### config.mk
export PLATFORM = sky130hd
export DESIGN_NAME = elevator_scheduler
export DESIGN_NICKNAME = d
export VERILOG_FILES = /design/src/rtl/elevator_pkg.sv /design/src/rtl/elevator_req_lookahead.sv /design/src/rtl/elevator_scheduler.sv
export SDC_FILE = /design/constraint.sdc
export NUM_CORES = 1
export LEC_CHECK = 0
export BUFFER_PORTS_ARGS = -buffer_cell sky130_fd_sc_hd__buf_2
export CAP_MARGIN = 25
export CELL_PAD_IN_SITES_DETAIL_PLACEMENT = 1
export CELL_PAD_IN_SITES_GLOBAL_PLACEMENT = 1
export CORE_UTILIZATION = 30
export DETAILED_ROUTE_END_ITERATION = 8
export MAX_ROUTING_LAYER = met4
export PLACE_DENSITY_LB_ADDON = 0.08
export SETUP_SLACK_MARGIN = 0.2
export SLEW_MARGIN = 20
export SYNTH_ARGS = -nofsm -noshare
export SYNTH_HDL_FRONTEND = slang
export SYNTH_SLANG_ARGS = --single-unit
### constraint.sdc
create_clock -name clk -period 3.3 [get_ports clk]
set_input_delay 0.66 -clock clk [delete_from_list [all_inputs] [get_ports clk]]
set_output_delay 0.66 -clock clk [all_outputs]
set_load 0.01 [all_outputs]
### src/rtl/elevator_pkg.sv
// Shared types and timing defaults for the elevator car controller.
// Floor index width, controller state encoding and sizing helpers.
package elevator_pkg;

  localparam int DEF_NUM_FLOORS    = 8;
  localparam int DEF_MOVE_CYCLES   = 50_000_000;
  localparam int DEF_DOOR_CYCLES   = 150_000_000;
  localparam int DEF_SETTLE_CYCLES = 2;

  localparam int FLOOR_W = $clog2(DEF_NUM_FLOORS);

  typedef enum logic [1:0] {
    ST_IDLE  = 2'd0,
    ST_MOVE  = 2'd1,
    ST_DOOR  = 2'd2,
    ST_CLOSE = 2'd3
  } ctrl_state_e;

  function automatic int floor_w(input int n);
    return (n > 1) ? $clog2(n) : 1;
  endfunction

  function automatic int timer_w(input int a, input int b, input int c);
    int m;
    m = a;
    if (b > m) m = b;
    if (c > m) m = c;
    return $clog2(m + 1);
  endfunction

endpackage

### src/rtl/elevator_req_lookahead.sv
// Combinational request view relative to one floor: pending here,
// pending anywhere above, pending anywhere below.
module elevator_req_lookahead
  import elevator_pkg::*;
#(
  parameter int NUM_FLOORS = DEF_NUM_FLOORS,
  parameter int FW         = floor_w(NUM_FLOORS)
) (
  input  logic [NUM_FLOORS-1:0] req,
  input  logic [FW-1:0]         floor,
  output logic                  at_floor,
  output logic                  any_above,
  output logic                  any_below
);

  always_comb begin
    at_floor  = 1'b0;
    any_above = 1'b0;
    any_below = 1'b0;
    for (int i = 0; i < NUM_FLOORS; i++) begin
      if (i == int'(floor)) begin
        at_floor = at_floor | req[i];
      end else if (i > int'(floor)) begin
        any_above = any_above | req[i];
      end else begin
        any_below = any_below | req[i];
      end
    end
  end

endmodule

### src/rtl/elevator_scheduler.sv
// SCAN car controller: sequences travel, door dwell and request clearing
// from latched per-floor request levels; all outputs registered.
module elevator_scheduler
  import elevator_pkg::*;
#(
  parameter int NUM_FLOORS    = DEF_NUM_FLOORS,
  parameter int MOVE_CYCLES   = DEF_MOVE_CYCLES,
  parameter int DOOR_CYCLES   = DEF_DOOR_CYCLES,
  parameter int SETTLE_CYCLES = DEF_SETTLE_CYCLES,
  localparam int FW           = floor_w(NUM_FLOORS)
) (
  input  logic                  clk,
  input  logic                  reset,
  input  logic [NUM_FLOORS-1:0] req,
  input  logic                  hold_door,
  output logic [NUM_FLOORS-1:0] req_clear,
  output logic [FW-1:0]         cur_floor,
  output logic                  dir_up,
  output logic                  moving,
  output logic                  door_open,
  output logic [1:0]            ctrl_state
);

  localparam int TW = timer_w(MOVE_CYCLES, DOOR_CYCLES, SETTLE_CYCLES);
  localparam logic [TW-1:0] MOVE_LAST   = TW'(MOVE_CYCLES - 1);
  localparam logic [TW-1:0] DOOR_LAST   = TW'(DOOR_CYCLES - 1);
  localparam logic [TW-1:0] SETTLE_LAST = TW'(SETTLE_CYCLES - 1);
  localparam logic [FW-1:0] TOP_FLOOR   = FW'(NUM_FLOORS - 1);

  ctrl_state_e           state_q, state_d;
  logic [TW-1:0]         timer_q, timer_d;
  logic [FW-1:0]         floor_q, floor_d;
  logic                  dir_up_q, dir_up_d;
  logic                  moving_q, moving_d;
  logic                  door_open_q, door_open_d;
  logic [NUM_FLOORS-1:0] req_clear_q, req_clear_d;

  logic [FW-1:0] next_floor;
  logic [FW-1:0] eval_floor;
  logic          arrive;
  logic          at_floor;
  logic          any_above;
  logic          any_below;
  logic          ahead;

  always_comb begin
    next_floor = floor_q;
    if (dir_up_q && (floor_q != TOP_FLOOR)) begin
      next_floor = floor_q + FW'(1);
    end else if (!dir_up_q && (floor_q != '0)) begin
      next_floor = floor_q - FW'(1);
    end
  end

  // On the arrival edge every decision is taken against the floor being entered.
  assign arrive     = (state_q == ST_MOVE) && (timer_q == MOVE_LAST);
  assign eval_floor = arrive ? next_floor : floor_q;

  elevator_req_lookahead #(
    .NUM_FLOORS (NUM_FLOORS),
    .FW         (FW)
  ) u_lookahead (
    .req       (req),
    .floor     (eval_floor),
    .at_floor  (at_floor),
    .any_above (any_above),
    .any_below (any_below)
  );

  assign ahead = dir_up_q ? any_above : any_below;

  always_comb begin
    state_d  = state_q;
    timer_d  = timer_q;
    floor_d  = floor_q;
    dir_up_d = dir_up_q;
    case (state_q)
      ST_IDLE: begin
        timer_d = '0;
        if (at_floor) begin
          state_d = ST_DOOR;
        end else if (ahead) begin
          state_d = ST_MOVE;
        end else if (any_above) begin
          dir_up_d = 1'b1;
          state_d  = ST_MOVE;
        end else if (any_below) begin
          dir_up_d = 1'b0;
          state_d  = ST_MOVE;
        end
      end
      ST_MOVE: begin
        if (arrive) begin
          timer_d = '0;
          floor_d = next_floor;
          if (at_floor) begin
            state_d = ST_DOOR;
          end else if (!ahead) begin
            state_d = ST_IDLE;
          end
        end else begin
          timer_d = timer_q + TW'(1);
        end
      end
      ST_DOOR: begin
        if (hold_door) begin
          timer_d = '0;
        end else if (timer_q == DOOR_LAST) begin
          timer_d = '0;
          state_d = ST_CLOSE;
        end else begin
          timer_d = timer_q + TW'(1);
        end
      end
      ST_CLOSE: begin
        // Dwell lets the latch drop this floor's bit before the next decision.
        if (timer_q == SETTLE_LAST) begin
          timer_d = '0;
          state_d = ST_IDLE;
        end else begin
          timer_d = timer_q + TW'(1);
        end
      end
      default: begin
        state_d = ST_IDLE;
        timer_d = '0;
      end
    endcase
  end

  always_comb begin
    req_clear_d = '0;
    if (state_d == ST_DOOR) begin
      req_clear_d[floor_d] = 1'b1;
    end
    moving_d    = (state_d == ST_MOVE);
    door_open_d = (state_d == ST_DOOR);
  end

  always_ff @(posedge clk) begin
    if (reset) begin
      state_q     <= ST_IDLE;
      timer_q     <= '0;
      floor_q     <= '0;
      dir_up_q    <= 1'b1;
      moving_q    <= 1'b0;
      door_open_q <= 1'b0;
      req_clear_q <= '0;
    end else begin
      state_q     <= state_d;
      timer_q     <= timer_d;
      floor_q     <= floor_d;
      dir_up_q    <= dir_up_d;
      moving_q    <= moving_d;
      door_open_q <= door_open_d;
      req_clear_q <= req_clear_d;
    end
  end

  assign req_clear  = req_clear_q;
  assign cur_floor  = floor_q;
  assign dir_up     = dir_up_q;
  assign moving     = moving_q;
  assign door_open  = door_open_q;
  assign ctrl_state = state_q;

endmodule

-- Word-level counts from Yosys, hierarchy flattened
Cells that the tools add are included.
- bits in latches: 0
- bits of input ports: 11
- register bits: 44
- memory bits (read-only): 0
- memories: 0
- bits in writable memories: 0
- shift operators: 0
- divide/modulo/power cells: 0
- mux-type cells: 62
- reduce and logical (&&, ||, !) cells: 11
- add/sub/neg operators: 3
- multipliers: 0
- eq/ne operators: 16
- bitwise operators: 23
- magnitude comparators: 9
- operators with widths (kind ; count):
    28-bit two-way mux ; 4
    28-bit case mux with 4 select lines ; 1
    1-bit two-way mux ; 41
    28-bit by 1-bit adder with 28-bit output, second input constant ; 1
    28-bit by 1-bit equality test with 1-bit output, second input constant ; 1
    28-bit by 26-bit equality test with 1-bit output, second input constant ; 1
    28-bit equality test, second input constant ; 1
    2-bit two-way mux ; 10
    1-bit bitwise OR ; 20
    3-bit equality test, first input constant ; 4
    3-bit > comparator, first input constant ; 4
    3-bit two-way mux ; 4
    2-bit case mux with 4 select lines ; 1
    2-bit equality test, second input constant ; 3
    2-bit by 3-bit equality test with 1-bit output, first input constant ; 2
    2-bit by 3-bit > comparator with 1-bit output, first input constant ; 2
    2-bit by 1-bit equality test with 1-bit output, second input constant ; 2
    1-bit logical AND ; 4
    3-bit by 4-bit less-than comparator with 1-bit output, second input constant ; 1
    4-bit AND reduction ; 1
    3-bit by 1-bit adder with 3-bit output, second input constant ; 1
    1-bit demux with 3-bit select ; 1
    1-bit by 3-bit equality test with 1-bit output, first input constant ; 1
    3-bit by 1-bit greater-or-equal comparator with 1-bit output, second input constant ; 1
    10 further kinds ; 12

-- Depth between registers and ports, before layout
Gate-level depths: netlist of run 1.
- depth after elaboration: 36
- mapped depth: 14

-- Cells and area by module
A second synthesis of run 1 with hierarchy kept.
- cell total of the unflattened synthesis: 268
- area, all modules: 2346.0 sq um
- modules (own cells, without submodules) (module ; cells an instance ; instances ; area an instance (sq um)):
    elevator_scheduler ; 244 ; 1 ; 2154.6
    elevator_req_lookahead ; 24 ; 1 ; 191.4

-- Least setup slack after synthesis of run 1
Ideal clock, no wire load.
- path type: flip-flop to flip-flop
- from: register floor_q[0] (netlist: cur_floor[0])
- to: register req_clear_q[5] (netlist: req_clear[5])
- arrival: 3.166 ns
- cell stages (with the launch flop): 15
- data required time: 3.222 ns
- path slack: 0.056 ns
- setup time: 0.078 ns
- path through: dfxtp_1 > buf_6 > inv_1 > ha_1 > nor3b_1 > a211oi_1 > or2_2 > clkbuf_1 > nand3_1 > a22o_1 > and4_4 > buf_6 > or4_4 > buf_6 > nor3_1
- cells in the longest elaborated chain, start to end: 36
- elaborated cells on any way between the ends: 99
- ends and longest elaborated chain (element ; line ; text):
    start: declaration ; elevator_scheduler.sv:32 ; logic [FW-1:0] floor_q, floor_d;
    start signal: assignment ; elevator_scheduler.sv:152 ; floor_q <= floor_d;
    parallel branches: the longest is 36 deep, another holds 3-bit by 1-bit subtractor with 3-bit output ; - ;
    end signal: assignment ; elevator_scheduler.sv:156 ; req_clear_q <= req_clear_d;
    end: declaration ; elevator_scheduler.sv:36 ; logic [NUM_FLOORS-1:0] req_clear_q, req_clear_d;
Several ways; the timed one is not identified.
A chain may end at the register's enable or synchronous reset.

-- Worst setup path after layout of run 1
- from: register timer_q[16]
- to: register req_clear_q[7] (netlist: req_clear[7])
- cells in the longest elaborated chain, start to end: 34
- elaborated cells on any way between the ends: 98
- ends and longest elaborated chain (element ; line ; text):
    start: declaration ; elevator_scheduler.sv:31 ; logic [TW-1:0] timer_q, timer_d;
    start signal: assignment ; elevator_scheduler.sv:151 ; timer_q <= timer_d;
    28-bit by 26-bit equality test with 1-bit output ; elevator_scheduler.sv:56 ; assign arrive = (state_q == ST_MOVE) && (timer_q == MOVE_LAST);
    1-bit logical AND ; elevator_scheduler.sv:56 ;
    3-bit two-way mux ; elevator_scheduler.sv:57, elevator_scheduler.sv:93 ;
    3-bit zero test ; elevator_req_lookahead.sv:21 ; if (i == int'(floor)) begin
    1-bit two-way mux ; elevator_req_lookahead.sv:21 ;
    1-bit bitwise OR ; elevator_req_lookahead.sv:26 ; any_below = any_below | req[i];
    1-bit two-way mux ; elevator_req_lookahead.sv:23 ; end else if (i > int'(floor)) begin
    1-bit two-way mux ; elevator_req_lookahead.sv:21 ;
    [18 not listed] ; - ;
    1-bit two-way mux or 2-bit two-way mux (tied branches) ; elevator_scheduler.sv:70, elevator_scheduler.sv:87 ;
    2-bit two-way mux, on equally long branches ; elevator_scheduler.sv:98, elevator_scheduler.sv:84 ;
    2-bit two-way mux, on equally long branches ; elevator_scheduler.sv:96, elevator_scheduler.sv:82 ;
    2-bit two-way mux, on equally long branches ; elevator_scheduler.sv:93, elevator_scheduler.sv:80 ;
    2-bit case mux with 4 select lines ; elevator_scheduler.sv:77 ; case (state_q)
    2-bit equality test ; elevator_scheduler.sv:133 ; if (state_d == ST_DOOR) begin
    1-bit inverter (no line) ; - ;
    2-bit OR reduction (no line) ; - ;
Several ways; a longest one is shown, not always the timed one.

==> results of run 1 <==
[cells by family (layout without fill, tap and decap cells)]
family,count (synthesis),in the layout,share of synthesized area (%)
AND/OR/NAND/NOR,178,179,35.1
XOR/XNOR,28,28,9.04
adder cells (fa/ha/maj),6,6,2.77
multiplexers,6,6,2.26
AO/OA/AOI/OAI,46,46,13.0
buffers and inverters,25,78,5.35
flip-flops,44,44,32.5
[cell usage in the layout, fill, tap and decap left out, drive strengths merged, types with 6 or more instances in the layout]
cell and n:
nand3 17, nor3 13, or4 6, nor2 56, a21oi 6, and3 9
buf 59, inv 11, nor4 11, xor2 12, dfxtp 44, nand4 6
nand2 27, ha 6, clkbuf 6, xnor2 16
[registers in the layout, indices dropped and copies added, names as in the netlist]
| signal | cells |
|---|---|
| req_clear | 8 |
| door_open | 1 |
| ctrl_state | 2 |
| timer_q | 28 |
| cur_floor | 3 |
| dir_up | 1 |
| moving | 1 |
[critical path: cells and delay by family, from the launching register on]
kind                   cells  cell delay (ns)
AND/OR/NAND/NOR            6             1.97
flip-flops                 1             0.34
AO/OA/AOI/OAI              1             0.33
buffers and inverters      1             0.19
XOR/XNOR                   1             0.14
[final cells by class]
type | instances | area (um^2) | share of cell area (%)
multi-input combinational | 265 | 1840 | 54.0
sequential | 44 | 887 | 26.0
timing repair buffer | 59 | 382 | 11.2
tap | 108 | 135 | 3.97
clock buffer | 6 | 82.6 | 2.42
inverter | 11 | 41.3 | 1.21
clock inverter | 2 | 38.8 | 1.14
[power by group]
group          total [mW]  internal, mW  switching, mW
combinational       0.116        0.0450         0.0714
clock               0.448         0.248          0.200
sequential          0.546         0.540        0.00680
total                1.11         0.833          0.279
[per-stage QoR]
step / cells / util (%) / hold WS [ns]
6_report: 495 / 39.1 / 0.493
4_1_cts: 485 / 36.9 / 0.498
5_1_grt: 495 / 39.1 / 0.518
2_1_floorplan: 333 / - / 0.445
3_5_place_dp: 476 / 35.4 / 0.477
3_3_place_gp: 476 / 35.4 / 0.466
[repair_timing]
item,in CTS,in global routing
resized for setup,0,23
pin swaps,1,15
setup endpoints to repair,8,12
cloned,0,1
buffers inserted,1,9
hold buffers,0,0
[worst paths after layout]
path         cells past startpoint           end  slack (ns)         from
max reg2reg                      9  req_clear[7]        0.27  timer_q[16]
min reg2reg                      1    timer_q[0]        0.49   timer_q[0]
min                              1    timer_q[0]        0.49   timer_q[0]
max                              9  req_clear[7]        0.27  timer_q[16]
[metal layers]
metal  wire length, um  global-route usage (%)  share of wire, %  vias up
met5                 0                       -                 0        -
met4               200                    6.89               2.4        0
met3               214                    2.73               2.6       14
met2              4160                    32.8                50       44
met1              3750                    21.5                45     1242
li1                  -                       -                 -     1302
==> impl_metrics.csv, run 1 <==
group,metric,value,unit
clock_tree,cts_max_level,2,
power_and_ir_drop,total_power,1.11,mW
global_routing,grt_max_degree,29,
detailed_routing,first_iter_violations,59,
final_layout,fillCellCount,1056,
placement,place_ws,0.0999,ns
die,core,8720,um^2
global_routing,grt_pass1_wl,13.7,mm
timing,clock_skew,0.0105,ns
logic_synthesis,netlist-cell-type-count,61,
detailed_routing,finalWirelength,8.32,mm
clock_tree,clkTransAtPathRegs,0.09,ns
timing,final_hold_viol_count,0,
die,die_w,97.1,um
clock_tree,numCtsBuffers,5,
worst_setup_path,slowest_delay,0.57,ns
die,start_util,31.1,%
clock_tree,cts_sinks,44,
worst_setup_path,start_kind,"register",
logic_synthesis,yosys_warnings,0,
power_and_ir_drop,leakage,1.30,nW
worst_hold_path,min_path_type,"register to register",
clock_tree,cts_tree,"yes",
logic_synthesis,syn_avg_cell_area,8.15,um^2
timing,maxSlewHeadroom,65.0,%
logic_synthesis,synth_most_common_cell,"nor2_1",
die,pin_count,27,
timing,setup_slack,0.269,ns
logic_synthesis,synth-edff-count,0,
worst_setup_path,crit_required,3.54,ns
power_and_ir_drop,powerDensity,326,nW/um^2
detailed_routing,ant_nets,0,
flow_run,cap_violations,0,
die,die_area,9430,um^2
timing,max_freq,330,MHz
placement,gp_congestion,0.841,
timing,tightest_slew,0.510,ns
worst_setup_path,crit_type,"register to register",
timing,layout_min_cycle_time,3.03,ns
logic_synthesis,synth.area.top_cells,"dfxtp_1 (32%), nor2_1 (7.7%), xnor2_1 (5.2%)",
global_routing,grt_pass1_vias,2683,
global_routing,antenna_found_initial,0,
timing,setup_viol,0,
die,num_rows,34,
logic_synthesis,syn_nets,350,
logic_synthesis,syn-cell-area,2710,um^2
logic_synthesis,synth.cells.most_frequent,"nor2_1 (56), dfxtp_1 (44), nand2_1 (27)",
die,die_y,97.1,um
detailed_routing,drtPass1Iterations,4,
run_status,status,"finished, final reports clean",
logic_synthesis,synth_top_area_share,32.5,%
placement,dpl.hpwl,6.33,mm
final_layout,drive_gt1_share,30.5,%
final_layout,num_antenna_cells,0,
worst_setup_path,end_kind,"register",
timing,fin_setup_tns,0,ns
global_routing,grt_overflow,0,
final_layout,stdcell_area,3410,um^2
detailed_routing,routed_via_density,5.26,
timing,finalMaxSlewViolations,0,
clock_tree,cts-root-buf,"clkbuf_8",
logic_synthesis,synthArstFlopShare,0,%
logic_synthesis,synth_seq_cells,44,
clock_tree,clk_path_buf_depth,2,
detailed_routing,vias,2602,
final_layout,fin_nets,403,
logic_synthesis,yosysSeqAreaShare,32.5,%
global_routing,track_usage,18.7,%
detailed_routing,drcViolationCount,0,
worst_setup_path,critPathSlowestCell,"or4_4",
worst_setup_path,cp_max_fo,5,
logic_synthesis,yosysTopAreaCell,"dfxtp_1",
worst_setup_path,cp_data_arrival_time,3.27,ns
worst_setup_path,crit_top_cell,"or4_4",
final_layout,area_delta_synth_final,25.5,%
placement,port_buffers,26,
timing,min_period_over_period,91.9,%
timing,grt_setup_unrepaired,"true",
detailed_routing,wl_per_cell,16.8,um
clock_tree,clkLatencyLatePin,0.30,ns
worst_setup_path,crit_path_cell_trace,"or4_4 > nor4_4 > nand4_1 > buf_4 > xnor2_4 > a311o_2 > and4_4 > or4_4 > nor3_4",
power_and_ir_drop,ir_drop,0.172,mV
logic_synthesis,synthCells,333,
logic_synthesis,synth_ff_type,"dfxtp_1",
placement,dpl_cell_area,3090,um^2
Power figures use the tool's default switching activity.
==> run 2: changes to the inputs <==
- PLACE_DENSITY: not set -> 0.57
- PLACE_DENSITY_LB_ADDON: 0.08 -> not set
- SLEW_MARGIN: 20 -> not set
==> run 2 against run 1 <==
Hold slack better by 0.0015 ns. Via count is 0.50% lower. Total power is 0.58% higher. Combinational power is 3% higher. First-iteration DRC count is 24% higher. Flip-flop and latch count stayed put. Maximum frequency is 4.2% lower. Global-route usage hardly changed. Final cell count is 0.81% lower.
==> impl_metrics.csv, run 2 (synthesized netlist as in run 1, its figures left out) <==
group,metric,value,unit
detailed_routing,vias,2589,
timing,clock_skew,0.00663,ns
placement,place_inst,473,
detailed_routing,first_iter_violations,73,
final_layout,final_common_cell,"nor2_1",
final_layout,num_antenna_cells,0,
worst_setup_path,cp_max_fo,6,
final_layout,most-common-layout-cells,"nor2_1 (55), dfxtp_1 (37), buf_4 (29)",
global_routing,grt_pass1_wl,13.7,mm
die,pin_count,27,
global_routing,grt_max_degree,29,
final_layout,stdcell_area,3340,um^2
clock_tree,clk_path_buf_depth,2,
power_and_ir_drop,total_power,1.12,mW
worst_setup_path,crit_required,3.53,ns
clock_tree,clkTransAtPathRegs,0.09,ns
placement,port_buffers,26,
clock_tree,cts_max_level,2,
worst_setup_path,cp_top_family,"simple AND/OR/NAND/NOR gates",
final_layout,fin_nets,399,
detailed_routing,routed_via_density,5.27,
global_routing,grt_overflow,0,
final_layout,post-route-util,38.3,%
timing,fin_setup_tns,0,ns
placement,dpl.hpwl,6.49,mm
die,start_util,31.1,%
worst_setup_path,crit_path_cell_trace,"or4_4 > nor4_4 > nand4_1 > buf_4 > xnor2_2 > a311o_2 > and4_4 > or4_4 > nor3_2",
final_layout,multi_input_area,1810,um^2
timing,final_hold_viol_count,0,
power_and_ir_drop,ir_drop,0.152,mV
worst_setup_path,critPathSlowestCell,"or4_4",
power_and_ir_drop,leakage,1.26,nW
final_layout,drive_gt1_share,30.0,%
die,core,8720,um^2
clock_tree,numCtsBuffers,5,
timing,grt_setup_unrepaired,"true",
die,num_rows,34,
power_and_ir_drop,powerDensity,335,nW/um^2
die,die_y,97.1,um
flow_run,cap_violations,0,
detailed_routing,finalWirelength,8.31,mm
detailed_routing,drtPass1Iterations,4,
timing,finalMaxSlewViolations,0,
final_layout,regArea,890,um^2
worst_setup_path,critPathBufInv,1,
detailed_routing,ant_nets,0,
timing,setup_viol,0,
detailed_routing,wl_per_cell,16.9,um
worst_setup_path,cp_data_arrival_time,3.39,ns
die,die_area,9430,um^2
clock_tree,cts_sinks,44,
global_routing,antenna_found_initial,0,
die,die_w,97.1,um
timing,min_period_over_period,95.9,%
worst_setup_path,end_kind,"register",
clock_tree,cts-root-buf,"clkbuf_8",
clock_tree,clkLatencyLatePin,0.30,ns
timing,setup_slack,0.135,ns
worst_setup_path,crit_type,"register to register",
worst_setup_path,start_kind,"register",
global_routing,grt_pass1_vias,2614,
run_status,status,"finished, final reports clean",
worst_setup_path,slowest_delay,0.58,ns
detailed_routing,drcViolationCount,0,
placement,dpl_cell_area,3070,um^2
final_layout,fillCellCount,1046,
clock_tree,ctsHoldBuffers,0,
timing,layout_min_cycle_time,3.16,ns
final_layout,fin_cells,491,
final_layout,area_delta_synth_final,23.1,%
worst_hold_path,min_path_type,"register to register",
placement,gp_congestion,0.906,
final_layout,largest_reg_flops,28,
placement,place_ws,0.107,ns
final_layout,registers.top_by_ff_count,"timer_q",
worst_setup_path,crit_top_cell,"or4_4",
clock_tree,cts_tree,"yes",
timing,max_freq,316,MHz
timing,hold_slack,0.494,ns
timing,tightest_slew,0.561,ns
global_routing,track_usage,18.7,%
timing,maxSlewHeadroom,62.6,%
[run 2: cell count changes in the layout (fill, tap and decap cells not counted), sizes merged]
cell,delta
buf,-4
[run 2: what timing repair did]
action | CTS | global route
resized for setup | 4 | 16
endpoints found under the setup margin | 11 | 12
pin swaps | 2 | 11
setup buffers | 4 | 5
gates cloned | 0 | 1
[run 2: layout make-up]
cell class	count	area share, %
multi-input combinational	265	54.0
sequential	44	26.6
timing repair buffer	55	10.4
tap	108	4.04
clock buffer	6	2.47
inverter	11	1.24
clock inverter	2	1.16
[run 2: layer usage]
layer	vias up	share of wire [%]	global-route usage, %
met2	40	49	31.5
met3	9	2.5	2.59
met5	-	0	-
met1	1245	47	23.2
met4	0	1.1	5.40
li1	1295	-	-
[run 2: where the power goes]
part           internal [mW]  total [mW]  switching, mW  leakage (nW)
clock                  0.248       0.451          0.203        0.0614
combinational         0.0463       0.120         0.0734         0.843
sequential             0.540       0.547        0.00690         0.359
[run 2: path summary, 6_finish.rpt]
kind | startpoint | depth (start not counted) | slack [ns] | end
worst max-delay path | timer_q[18] | 9 | 0.14 | req_clear[4]
worst min-delay path | timer_q[0] | 1 | 0.49 | timer_q[0]
worst max register to register | timer_q[18] | 9 | 0.14 | req_clear[4]
worst min register to register | timer_q[0] | 1 | 0.49 | timer_q[0]
